### config.mk
export PLATFORM = sky130hd
export DESIGN_NAME = block_transposer
export DESIGN_NICKNAME = d
export VERILOG_FILES = /design/src/rtl/block_transposer.sv
export SDC_FILE = /design/constraint.sdc
export NUM_CORES = 2
export LEC_CHECK = 0
export BUFFER_PORTS_ARGS = -buffer_cell sky130_fd_sc_hd__buf_2
export CAP_MARGIN = 20
export CORE_UTILIZATION = 65
export CTS_BUF_LIST = sky130_fd_sc_hd__clkbuf_4 sky130_fd_sc_hd__clkbuf_8
export CTS_CLUSTER_DIAMETER = 60
export DETAILED_ROUTE_END_ITERATION = 10
export PLACE_DENSITY = 0.81
export SETUP_SLACK_MARGIN = 0.5
export SLEW_MARGIN = 20
export SYNTH_ARGS = -nofsm -noshare
export SYNTH_HDL_FRONTEND = slang
export SYNTH_SLANG_ARGS = --single-unit
export TNS_END_PERCENT = 20
### constraint.sdc
create_clock -name clk -period 3.6 [get_ports clk]
set_input_delay 0.72 -clock clk [delete_from_list [all_inputs] [get_ports clk]]
set_output_delay 0.72 -clock clk [all_outputs]
set_load 0.02 [all_outputs]
### src/rtl/block_transposer.sv
// Ping-pong N x N block buffer: writes arrive row-major, each full bank is read back
// column-major (transpose) or row-major (pass-through) through a registered output stage.
module block_transposer #(
    parameter int DATA_W = 12,
    parameter int N      = 8
) (
    input  logic              clk,
    input  logic              rst_n,
    input  logic              in_valid,
    output logic              in_ready,
    input  logic [DATA_W-1:0] in_data,
    input  logic              in_mode,
    output logic              out_valid,
    input  logic              out_ready,
    output logic [DATA_W-1:0] out_data,
    output logic              out_first,
    output logic              out_last,
    output logic [1:0]        pending
);
    // state  | meaning
    // IDLE   | no full bank is being read; waiting for full[rbank]
    // STREAM | reading bank rbank, may roll straight into the other bank
    typedef enum logic {IDLE, STREAM} state_t;

    localparam int LG    = $clog2(N);
    localparam int AW    = 2 * LG + 1;
    localparam int DEPTH = 2 * N * N;

    logic [DATA_W-1:0] mem [DEPTH];

    state_t          state, state_nxt;
    logic            wbank, rbank;
    logic [LG-1:0]   wr, wc, ra, rb;
    logic [1:0]      full, mode;

    logic            wr_fire, wr_end, wr_start;
    logic            rd_fire, rd_end;
    logic            drained, fbank, have, load;
    logic [AW-1:0]   ld_addr;
    logic            ld_first, ld_last;

    assign in_ready = !full[wbank];
    assign wr_fire  = in_valid && in_ready;
    assign wr_start = wr_fire && (wr == '0) && (wc == '0);
    assign wr_end   = wr_fire && (wr == '1) && (wc == '1);

    assign rd_fire  = out_valid && out_ready;
    assign rd_end   = rd_fire && out_last;

    // Once the last sample of rbank sits in the output register, fetching moves
    // on to the other bank so the next block follows without a bubble.
    assign drained  = out_valid && out_last;
    assign fbank    = drained ? ~rbank : rbank;
    assign load     = have && (!out_valid || out_ready);
    assign ld_addr  = mode[fbank] ? {fbank, ra, rb} : {fbank, rb, ra};
    assign ld_first = (ra == '0) && (rb == '0);
    assign ld_last  = (ra == '1) && (rb == '1);

    assign pending  = {1'b0, full[0]} + {1'b0, full[1]};

    always_comb begin
        state_nxt = state;
        have      = 1'b0;
        case (state)
            IDLE: begin
                have = full[rbank];
                if (full[rbank])
                    state_nxt = STREAM;
            end
            STREAM: begin
                have = drained ? full[~rbank] : 1'b1;
                if (rd_end && !full[~rbank])
                    state_nxt = IDLE;
            end
            default: state_nxt = IDLE;
        endcase
    end

    always_ff @(posedge clk) begin
        if (wr_fire)
            mem[{wbank, wr, wc}] <= in_data;
    end

    always_ff @(posedge clk or negedge rst_n) begin
        if (!rst_n) begin
            wbank <= 1'b0;
            wr    <= '0;
            wc    <= '0;
            mode  <= '0;
        end else if (wr_fire) begin
            if (wr_start)
                mode[wbank] <= in_mode;
            if (wc == '1) begin
                wc <= '0;
                wr <= wr + 1'b1;
            end else begin
                wc <= wc + 1'b1;
            end
            if (wr_end)
                wbank <= ~wbank;
        end
    end

    // A finishing write and a finishing read always touch different banks.
    always_ff @(posedge clk or negedge rst_n) begin
        if (!rst_n) begin
            full  <= '0;
            rbank <= 1'b0;
        end else begin
            if (wr_end)
                full[wbank] <= 1'b1;
            if (rd_end) begin
                full[rbank] <= 1'b0;
                rbank       <= ~rbank;
            end
        end
    end

    always_ff @(posedge clk or negedge rst_n) begin
        if (!rst_n) begin
            state     <= IDLE;
            ra        <= '0;
            rb        <= '0;
            out_valid <= 1'b0;
            out_data  <= '0;
            out_first <= 1'b0;
            out_last  <= 1'b0;
        end else begin
            state <= state_nxt;
            if (load) begin
                out_valid <= 1'b1;
                out_data  <= mem[ld_addr];
                out_first <= ld_first;
                out_last  <= ld_last;
                if (rb == '1) begin
                    rb <= '0;
                    ra <= ra + 1'b1;
                end else begin
                    rb <= rb + 1'b1;
                end
            end else if (rd_fire) begin
                out_valid <= 1'b0;
            end
        end
    end

endmodule

==> flow_summary.yaml <==
run_status:
  outcome: "completed"
floorplan:
  die_h_um: 314
  die_width_um: 314
  rows: 114
  die_area_um2: 98500
  io-pin-count: 35
  design.core.area_um2: 96600
  start_util: 0.655
power:
  powerDensity_nw_per_um2: 852
  power_switching_mw: 25.3
  power_frac_comb: 0.453
  p_seq_frac: 0.324
  switching_share: 0.395
  maximum_vdd_drop_v: 0.000606
  internal_power_mw: 38.9
  total_leakage_power_nw: 26.2
  share_clk_of_total_power: 0.223
synthesis:
  yosysUniqueCellTypes: 74
  synth-main-ff-cell: "sky130_fd_sc_hd__edfxtp_1"
  adder_and_majority_cell_fraction_of_the_synthesized_area: 0.00297
  asyncSetResetFlopFracSynth: 0.0217
  yosys.cell_count.top_type: "sky130_fd_sc_hd__edfxtp_1"
  synth_nets: 4341
  share_of_the_synthesized_area_in_compound_gates_ao_oa_aoi_oai: 0.0872
  ys_top_cells_by_area: "sky130_fd_sc_hd__edfxtp_1 73%, sky130_fd_sc_hd__mux2i_1 4.8%, sky130_fd_sc_hd__nand2_1 3.9%"
  synthSimpleGateAreaFrac: 0.0855
  main_combinational_cell_family_by_area_after_synthesis: "compound AO/OA/AOI/OAI gates"
  syn_area_per_cell_um2: 14.7
  ys_warn_count: 0
  synth_area_leader: "sky130_fd_sc_hd__edfxtp_1"
  synth_enable_flop_cells: 1536
  proportion_of_synthesized_chip_area_in_sequential_cells: 0.743
  post_synth_mux_area_share: 0.0591
  synthesis.instances: 4309
  area_share_of_the_leading_cell_type_in_the_synthesized_netlist: 0.730
  synth_seq_cells: 1570
  yosys-top-cells-count: "1536 x sky130_fd_sc_hd__edfxtp_1, 661 x sky130_fd_sc_hd__nand2_1, 305 x sky130_fd_sc_hd__mux2i_1, 201 x sky130_fd_sc_hd__nor2_1, 164 x sky130_fd_sc_hd__nand3_1"
  syn-cell-area_um2: 63200
  fraction_of_synthesized_cell_area_in_xor_and_xnor_cells: 0.000554
clock_tree:
  clock_tree.htree_level_count: 4
  cts_sink_count: 1570
  clock_slew_at_reported_path_ffs_ns: 0.07
  clk_root_buffer_cell: "sky130_fd_sc_hd__clkbuf_8"
  number_of_clock_buffers_inserted_by_tritoncts: 231
  cts_buffer_depth: 3
  tritoncts: "built"
  latest_clock_arrival_within_the_worst_skew_pair_ns: 0.92
min_path:
  cell_count_of_the_worst_hold_path: 2
  hp-start: "in_mode"
  hold_path.class: "input port to flop"
  timing.hold.worst_endpoint: "mode[1]$_DFFE_PN0P_"
setup_path:
  critical_path.top_delay_family: "simple AND/OR/NAND/NOR gates"
  setup.worst_path.start_class: "flop"
  critical-path-slowest-cell: "sky130_fd_sc_hd__dfrtp_1"
  timing.rr.start: "rbank$_DFFE_PN0P_"
  worstPathRequired_ns: 4.39
  cp_slowest_stage_delay_ns: 0.41
  worstReg2RegEnd: "out_data[6]$_DFFE_PN0P_"
  endpoint_kind: "flop"
  crit_arrival_ns: 4.30
  worst-path-buf-inv: 4
  r2r_setup_slack_ns: 0.09
  crit_path_start: "rbank$_DFFE_PN0P_"
  criticalPathCategory: "flop to flop"
  reg2reg_depth: 14
  critical_path.cell_chain: "nand3b_1 > and3_4 > o21ai_4 > nand2_8 > clkbuf_8 > buf_4 > nor2_4 > buf_8 > buf_16 > nand3_1 > nand4_1 > a21oi_1 > nor3_2 > o41ai_2"
  timing.critical_path.fanout_max: 20
placement:
  place.gp.congestion: 1.03
  preCtsSetupSlack_ns: -0.315
  detailedPlacementHpwl_um: 115000
  port-buffer-count: 34
  numPlacedInstances: 5796
final_layout:
  layout_utilization: 0.780
  instances_no_fill: 6333
  design.final.nets: 4896
  final_layout_size_suffix_gt1_frac: 0.236
  syn_to_final_growth_pct: 19.2
timing:
  slew-limit-headroom: 0.344
  fin_worst_skew_ns: 0.0672
  final_critical_delay_including_setup_and_external_delays_ns: 3.51
  postLayoutSetupSlackWorst_ns: 0.0909
  worst_pin_slew_ns: 0.984
  finalHoldWorstSlack_ns: 0.191
  timing.final.setup_violations: 0
  final-max-slew-violation-count: 0
  unrepaired_setup_endpoints_after_global_routing: "true"
  finalCritPeriodShare: 0.975
  max_freq_mhz: 285
  hold_viol_final: 0
grt:
  first_pass_grt_wire_length_um: 283000
  pin_count_of_the_biggest_net_entering_global_routing: 122
  first_global_vias: 42652
  overall_overflow_remaining_after_global_route: 0
  grt_use_total: 0.400
  antenna_found_initial: 9
drt:
  totalWireLength_um: 201000
  drt_drc_violations_left: 0
  drt-vias-per-instance: 6.98
  route.antenna.remaining_nets: 0
  wl_per_cell_um: 31.8
  dr.pass1.iters: 8
  num_vias: 44201
  first_iter_violations: 7759
job:
  timing.max_cap.violations: 0
## metrics by stage
step	power, mW	setup TNS (ns)	cell area (um^2)
3_3_place_gp	43.9	-1.60	68100
3_5_place_dp	44.4	-1.64	68100
5_1_grt	65.3	0	75300
6_report	64.2	0	75300
2_1_floorplan	33.2	0	63200
4_1_cts	61.3	0	74600
## sequential cells by signal (all words and copies together) (netlist names)
signal,flops
mode,2
full,2
out_data,12
out_valid,1
mem,1536
rb,3
wbank,1
out_first,1
rbank,1
wc,3
state,1
wr,3
out_last,1
ra,3
## how the worst max path moves through the flow
stage	depth (start not counted)	end	slack, ns
after floorplan	12	out_data[2]$_DFFE_PN0P_	0.64
after global placement	12	out_data[5]$_DFFE_PN0P_	-0.30
after detailed placement	13	out_data[5]$_DFFE_PN0P_	-0.31
after CTS	17	out_data[3]$_DFFE_PN0P_	0.29
after global routing	15	out_data[0]$_DFFE_PN0P_	0.04
final	14	out_data[6]$_DFFE_PN0P_	0.09
## kinds of logic (layout without fill, tap and decap cells)
group / count (synthesis) / count (layout)
flops: 1570 / 1570
simple gates: 1238 / 1240
compound gates: 815 / 815
mux: 365 / 365
buf+inv: 302 / 1046
fa+ha+maj: 15 / 15
xor+xnor: 4 / 4
other cells: 0 / 2
## cell usage in the layout, fill, tap and decap left out, drive strengths merged, types with 42 or more instances in the layout
cell type and count:
o22ai 111, a32oi 67, o21ai 159, mux2i 305, o221ai 42, mux2 60
edfxtp 1536, and3 61, a21oi 155, nand3 165, buf 590, nor2 204
a31oi 46, a211oi 68, nand2 664, clkinv 95, clkbuf 316
## timing repair
| item | in CTS | in global routing |
|---|---|---|
| hold buffers | 1 | 0 |
| gates cloned | 17 | 5 |
| pin swaps | 59 | 44 |
| gates resized for setup | 176 | 70 |
| endpoints found under the hold margin | 34 | 0 |
| endpoints found under the setup margin | 12 | 22 |
| buffers inserted | 62 | 26 |
## layout make-up
type / instances / area (um^2)
clock buffers: 309 / 3800
multi-input cells: 2439 / 16100
fillers: 4930 / 21200
clock inverters: 115 / 733
well taps: 1276 / 1600
repair buffers: 608 / 6090
inverters: 14 / 52.6
diodes: 2 / 5.00
flip-flops and latches: 1570 / 47000
## per-layer routing
metal	track usage	up-vias	wire length (um)
li1	-	17857	-
met1	0.521	21380	65200
met2	0.609	4091	91300
met3	0.0987	867	29100
met4	0.257	6	15500
met5	0	-	35
## power by group through the flow
| stage | Combinational (mW) | Sequential (mW) | Clock, mW |
|---|---|---|---|
| after floorplan | 12.1 | 21.1 | 0 |
| after global placement | 22.8 | 21.1 | 0 |
| after detailed placement | 23.2 | 21.1 | 0 |
| after CTS | 26.4 | 20.8 | 14.2 |
| after global routing | 29.4 | 20.8 | 15.0 |
| final | 29.1 | 20.8 | 14.3 |
Note: power is estimated with default switching activity, not from simulation.
